`src/rtl/divider_iter.sv`:
```
`default_nettype none
// ---------------------------------------------------------------------------
// divider_iter: iterative restoring divider, STEP quotient bits per clock,
// signed/unsigned, divide-by-zero/overflow flags, abort, tag. Rev 1.0
// ---------------------------------------------------------------------------
module divider_iter #(
  parameter int N     = 8,
  parameter int M     = 4,
  parameter int STEP  = 1,
  parameter int TAG_W = 4
) (
  input  logic             clk,
  input  logic             rstn,
  input  logic             in_valid,
  output logic             in_ready,
  input  logic             in_signed,
  input  logic [N-1:0]     dividend,
  input  logic [M-1:0]     divisor,
  input  logic [TAG_W-1:0] in_tag,
  input  logic             abort,
  output logic             out_valid,
  input  logic             out_ready,
  output logic [N-1:0]     quotient,
  output logic [M-1:0]     remainder,
  output logic [TAG_W-1:0] out_tag,
  output logic             div_zero,
  output logic             overflow,
  output logic             busy
);

  localparam int               CNT_W = $clog2(N / STEP + 1);
  localparam logic [CNT_W-1:0] ITERS = CNT_W'(N / STEP);
  localparam logic [CNT_W-1:0] ONE   = CNT_W'(1);

  typedef enum logic [1:0] {
    IDLE = 2'd0,
    CALC = 2'd1,
    DONE = 2'd2
  } state_t;

  state_t           r_state, w_state;
  logic [CNT_W-1:0] r_cnt, w_cnt;
  logic [N-1:0]     r_dq, w_dq, w_step_dq;
  logic [M:0]       r_pr, w_pr, w_step_pr;
  logic [M-1:0]     r_dvs, w_dvs;
  logic [TAG_W-1:0] r_tag, w_tag;
  logic             r_qneg, w_qneg, r_rneg, w_rneg, r_ovf, w_ovf;

  logic             w_out_valid, w_div_zero, w_overflow;
  logic [N-1:0]     w_quotient;
  logic [M-1:0]     w_remainder;
  logic [TAG_W-1:0] w_out_tag;

  logic             w_dvd_neg, w_dvs_neg, w_flush, w_accept, w_ovf_in;
  logic [N-1:0]     w_dvd_mag;
  logic [M-1:0]     w_dvs_mag;

  assign w_dvd_neg = in_signed & dividend[N-1];
  assign w_dvs_neg = in_signed & divisor[M-1];
  assign w_dvd_mag = w_dvd_neg ? -dividend : dividend;
  assign w_dvs_mag = w_dvs_neg ? -divisor : divisor;
  assign w_ovf_in  = in_signed & (dividend == {1'b1, {(N-1){1'b0}}}) & (&divisor);

  assign busy     = (r_state != IDLE);
  assign in_ready = (r_state == IDLE) | ((r_state == DONE) & out_ready);
  assign w_flush  = abort & busy;
  assign w_accept = in_valid & in_ready & ~w_flush;

  // r_dq shifts dividend bits out of the top while quotient bits enter at the bottom
  always_comb begin
    w_step_pr = r_pr;
    w_step_dq = r_dq;
    for (int i = 0; i < STEP; i++) begin
      w_step_pr = {w_step_pr[M-1:0], w_step_dq[N-1]};
      if (w_step_pr >= {1'b0, r_dvs}) begin
        w_step_pr = w_step_pr - {1'b0, r_dvs};
        w_step_dq = {w_step_dq[N-2:0], 1'b1};
      end else begin
        w_step_dq = {w_step_dq[N-2:0], 1'b0};
      end
    end
  end

  always_comb begin
    w_state     = r_state;
    w_cnt       = r_cnt;
    w_dq        = r_dq;
    w_pr        = r_pr;
    w_dvs       = r_dvs;
    w_tag       = r_tag;
    w_qneg      = r_qneg;
    w_rneg      = r_rneg;
    w_ovf       = r_ovf;
    w_out_valid = out_valid;
    w_quotient  = quotient;
    w_remainder = remainder;
    w_out_tag   = out_tag;
    w_div_zero  = div_zero;
    w_overflow  = overflow;

    if (out_valid && out_ready) begin
      w_state     = IDLE;
      w_out_valid = 1'b0;
      w_quotient  = '0;
      w_remainder = '0;
      w_out_tag   = '0;
      w_div_zero  = 1'b0;
      w_overflow  = 1'b0;
    end

    if (r_state == CALC) begin
      w_dq  = w_step_dq;
      w_pr  = w_step_pr;
      w_cnt = r_cnt - ONE;
      if (r_cnt == ONE) begin
        w_state     = DONE;
        w_out_valid = 1'b1;
        w_quotient  = r_qneg ? -w_step_dq : w_step_dq;
        w_remainder = r_rneg ? -w_step_pr[M-1:0] : w_step_pr[M-1:0];
        w_out_tag   = r_tag;
        w_div_zero  = 1'b0;
        w_overflow  = r_ovf;
      end
    end

    if (w_accept) begin
      w_tag = in_tag;
      if (divisor == '0) begin
        w_state     = DONE;
        w_out_valid = 1'b1;
        w_quotient  = '1;
        w_remainder = dividend[M-1:0];
        w_out_tag   = in_tag;
        w_div_zero  = 1'b1;
        w_overflow  = 1'b0;
      end else begin
        w_state = CALC;
        w_cnt   = ITERS;
        w_dq    = w_dvd_mag;
        w_pr    = '0;
        w_dvs   = w_dvs_mag;
        w_qneg  = w_dvd_neg ^ w_dvs_neg;
        w_rneg  = w_dvd_neg;
        w_ovf   = w_ovf_in;
      end
    end

    if (w_flush) begin
      w_state     = IDLE;
      w_out_valid = 1'b0;
      w_quotient  = '0;
      w_remainder = '0;
      w_out_tag   = '0;
      w_div_zero  = 1'b0;
      w_overflow  = 1'b0;
    end
  end

  always_ff @(posedge clk or negedge rstn) begin
    if (!rstn) begin
      r_state   <= IDLE;
      r_cnt     <= '0;
      r_dq      <= '0;
      r_pr      <= '0;
      r_dvs     <= '0;
      r_tag     <= '0;
      r_qneg    <= 1'b0;
      r_rneg    <= 1'b0;
      r_ovf     <= 1'b0;
      out_valid <= 1'b0;
      quotient  <= '0;
      remainder <= '0;
      out_tag   <= '0;
      div_zero  <= 1'b0;
      overflow  <= 1'b0;
    end else begin
      r_state   <= w_state;
      r_cnt     <= w_cnt;
      r_dq      <= w_dq;
      r_pr      <= w_pr;
      r_dvs     <= w_dvs;
      r_tag     <= w_tag;
      r_qneg    <= w_qneg;
      r_rneg    <= w_rneg;
      r_ovf     <= w_ovf;
      out_valid <= w_out_valid;
      quotient  <= w_quotient;
      remainder <= w_remainder;
      out_tag   <= w_out_tag;
      div_zero  <= w_div_zero;
      overflow  <= w_overflow;
    end
  end

endmodule
`default_nettype wire
```
`config.mk`:
```
export PLATFORM = sky130hd
export DESIGN_NAME = divider_iter
export DESIGN_NICKNAME = d
export VERILOG_FILES = /design/src/rtl/divider_iter.sv
export SDC_FILE = /design/constraint.sdc
export NUM_CORES = 1
export LEC_CHECK = 0
export CAP_MARGIN = 20
export CORE_AREA = 4 4 90 92
export CTS_CLUSTER_SIZE = 30
export DETAILED_ROUTE_END_ITERATION = 6
export DIE_AREA = 0 0 94 96
export GPL_TIMING_DRIVEN = 0
export HOLD_SLACK_MARGIN = 0.06
export PLACE_DENSITY = 0.66
export SETUP_SLACK_MARGIN = 0.15
export SLEW_MARGIN = 20
export SYNTH_ARGS = -nofsm -noshare
export SYNTH_HDL_FRONTEND = slang
export SYNTH_SLANG_ARGS = --single-unit
```
`constraint.sdc`:
```
create_clock -name clk -period 4.55 [get_ports clk]
set_input_delay 0.91 -clock clk [delete_from_list [all_inputs] [get_ports clk]]
set_output_delay 0.91 -clock clk [all_outputs]
set_load 0.1 [all_outputs]
```
==> flow_metrics.tcl <==
set metrics [dict create \
    crit_family "buffers and inverters" \
    start_kind "primary input" \
    postRouteAntennaNets 0 \
    p_leak_uw 0.00148 \
    hp-class "reg -> reg" \
    cts.clk_slew.worst_paths_ns 0.09 \
    ios 43 \
    die_h_um 96 \
    max_stage_delay_ns 1.15 \
    finalNetCount 394 \
    clock_skew_ns 0.0102 \
    area_delta_synth_final_pct 22.8 \
    drv_slew 0 \
    overflow 0 \
    fillCellCount 718 \
    cp_slowest_cell "clkdlybuf4s50_1" \
    clock_tree.root_cell "clkbuf_8" \
    period_needed_ns 3.72 \
    start_util_pct 39.2 \
    clkSinkCount 48 \
    crit_buf_inv 3 \
    die-area_um2 9020 \
    crit_path_cell_trace "clkdlybuf4s50_1 > inv_1 > a21oi_1 > clkdlybuf4s50_1" \
    hold_viol_final 0 \
    max_slew_margin_pct 34.9 \
    antenna_found_initial 0 \
    rsz0062_at_grt "false" \
    hold_buffers 0 \
    grt_pass1_vias 2526 \
    grt_max_degree 32 \
    routed-via-count 2487 \
    ys_ff_latch 48 \
    grt_pass1_wl_mm 12.2 \
    synth_edf_count 0 \
    syn_area_um2 2830 \
    path_class "in -> out" \
    dr.pass1.iters 4 \
    final_cell_mix "dfrtp_1 (48), clkdlybuf4s50_1 (40), nand2_1 (39), nor2_1 (28), a21oi_1 (24)" \
    tightest_slew_ns 0.973 \
    place.gp.congestion 0.895 \
    tritoncts "done" \
    status "completed" \
    avgRoutedWirePerCell_um 16.2 \
    max_freq_ghz 0.269 \
    rows 31 \
    cp.required_ns 3.64 \
    drt-initial-drc-count 113 \
    ir_drop_v 0.000401 \
    final_common_cell "dfrtp_1" \
    finalPower_uw 2560 \
    setup_viol_count_final 0 \
    cap_violations 0 \
    synth_top_flop_cell "dfrtp_1" \
    hpwlAfterDp_mm 5.75 \
    via_per_inst 5.41 \
    drcViolationCount 0 \
    syn_inst 311 \
    die_w_um 94 \
    ys_seq_area_share_pct 42.5 \
    grt_use_total_pct 17.5 \
    n_antenna_cell 0 \
    clockBufferDepth 2 \
    p_per_area_nw_per_um2 738 \
    drive_gt1_share_pct 8.31 \
    io_buffers 41 \
    fin_crit_sh_pct 81.7 \
    core_um2 7210 \
    htreeDepth 2 \
    routed_wl_mm 7.45 \
    finalSetupTns_ns 0 \
    synth.distinct_cells 48 \
    end_kind "output pin" \
    post_cts_buffers 0 \
    cts_buffers 5 \
    synthArstFlopShare_pct 100 \
    clock_latency_ns 0.31 \
    worst-path-max-fanout 4 \
    synth.net_count 345 \
    worstPathArrival_ns 2.81 \
    synth_warnings 0 \
    cp_common_cell "clkdlybuf4s50_1" \
    cts_resized 0 \
    syn_avg_cell_area_um2 9.10 \
]
## final cells by class
class	instances	area (µm²)	area share, %
flip-flops and latches	48	1200	34.6
clock buffers	6	82.6	2.38
repair buffers	42	425	12.2
inverters	17	65.1	1.87
well taps	99	124	3.57
plain buffers	17	77.6	2.23
multi-input cells	229	1490	42.7
clock inverters	2	13.8	0.396
## path summary, 6_finish.rpt
path	cells past startpoint	slack [ns]	to	from
worst max-delay path	4	0.83	in_ready	out_ready
worst min-delay path	1	0.52	r_tag[1]$_DFFE_PN0P_	r_tag[1]$_DFFE_PN0P_
worst max register to register	9	1.97	remainder[1]$_DFF_PN0_	r_pr[0]$_DFF_PN0_
worst min register to register	1	0.52	r_tag[1]$_DFFE_PN0P_	r_tag[1]$_DFFE_PN0P_
max in group asynchronous	2	3.49	out_tag[2]$_DFF_PN0_	rstn
min in group asynchronous	1	0.54	r_dq[6]$_DFF_PN0_	rstn
## sequential cells by signal, indices dropped and copies added (netlist names), 4 cells and up
signal	cells
quotient	8
r_dvs	4
r_tag	4
r_pr	4
r_cnt	4
remainder	4
r_dq	8
out_tag	4
## cell usage after synthesis, types with 3 or more instances
cell type / n / share of area, %
nand2b_1: 6 / 1.3
mux2_2: 5 / 2.0
o21ai_0: 9 / 1.6
buf_2: 5 / 0.88
nand2_1: 39 / 5.2
xor2_1: 12 / 3.7
a21oi_1: 24 / 4.2
dfrtp_1: 48 / 42
mux2i_1: 6 / 2.1
a211oi_1: 8 / 2.1
nand3_1: 14 / 2.5
a31oi_1: 11 / 2.4
clkbuf_1: 10 / 1.3
a311oi_1: 5 / 1.5
o22ai_1: 3 / 0.66
nor4_1: 3 / 0.66
nor2_1: 28 / 3.7
nor3_1: 4 / 0.71
o31ai_1: 8 / 2.1
ha_1: 11 / 4.9
xnor2_1: 6 / 1.9
o21ai_1: 4 / 0.71
inv_1: 15 / 2.0
## per-stage QoR
step	std cells	setup slack (ns)	hold slack, ns	area, µm²	util [%]
floorplan	311	1.21	0.450	2830	-
global placement	451	0.814	0.489	3360	46.6
detailed placement	452	0.825	0.494	3380	46.8
CTS	460	0.824	0.516	3470	48.2
global route	460	0.785	0.537	3470	48.2
finish	460	0.832	0.515	3470	48.2
## power breakdown
part	total [µW]	internal [µW]	leakage (µW)	switching (µW)
logic	1550	530	0.000812	1020
registers	741	588	0.000613	153
clock network	276	125	0.0000516	151
## kinds of logic after synthesis
family / count (synthesis) / synth area share (%)
AND/OR/NAND/NOR: 107 / 18.2
flip-flops: 48 / 42.5
adder cells (fa/ha/maj): 12 / 5.57
buffers and inverters: 34 / 5.04
multiplexers: 11 / 4.11
XOR/XNOR: 18 / 5.57
AO/OA/AOI/OAI: 81 / 19.0
## per-layer routing
layer	vias up	wire [µm]	track usage [%]
met4	0	211	7.46
met5	-	0	0
met2	74	3450	27.9
met1	1200	3470	24.0
li1	1200	-	-
met3	13	318	2.27
Power figures use the tool's default switching activity.
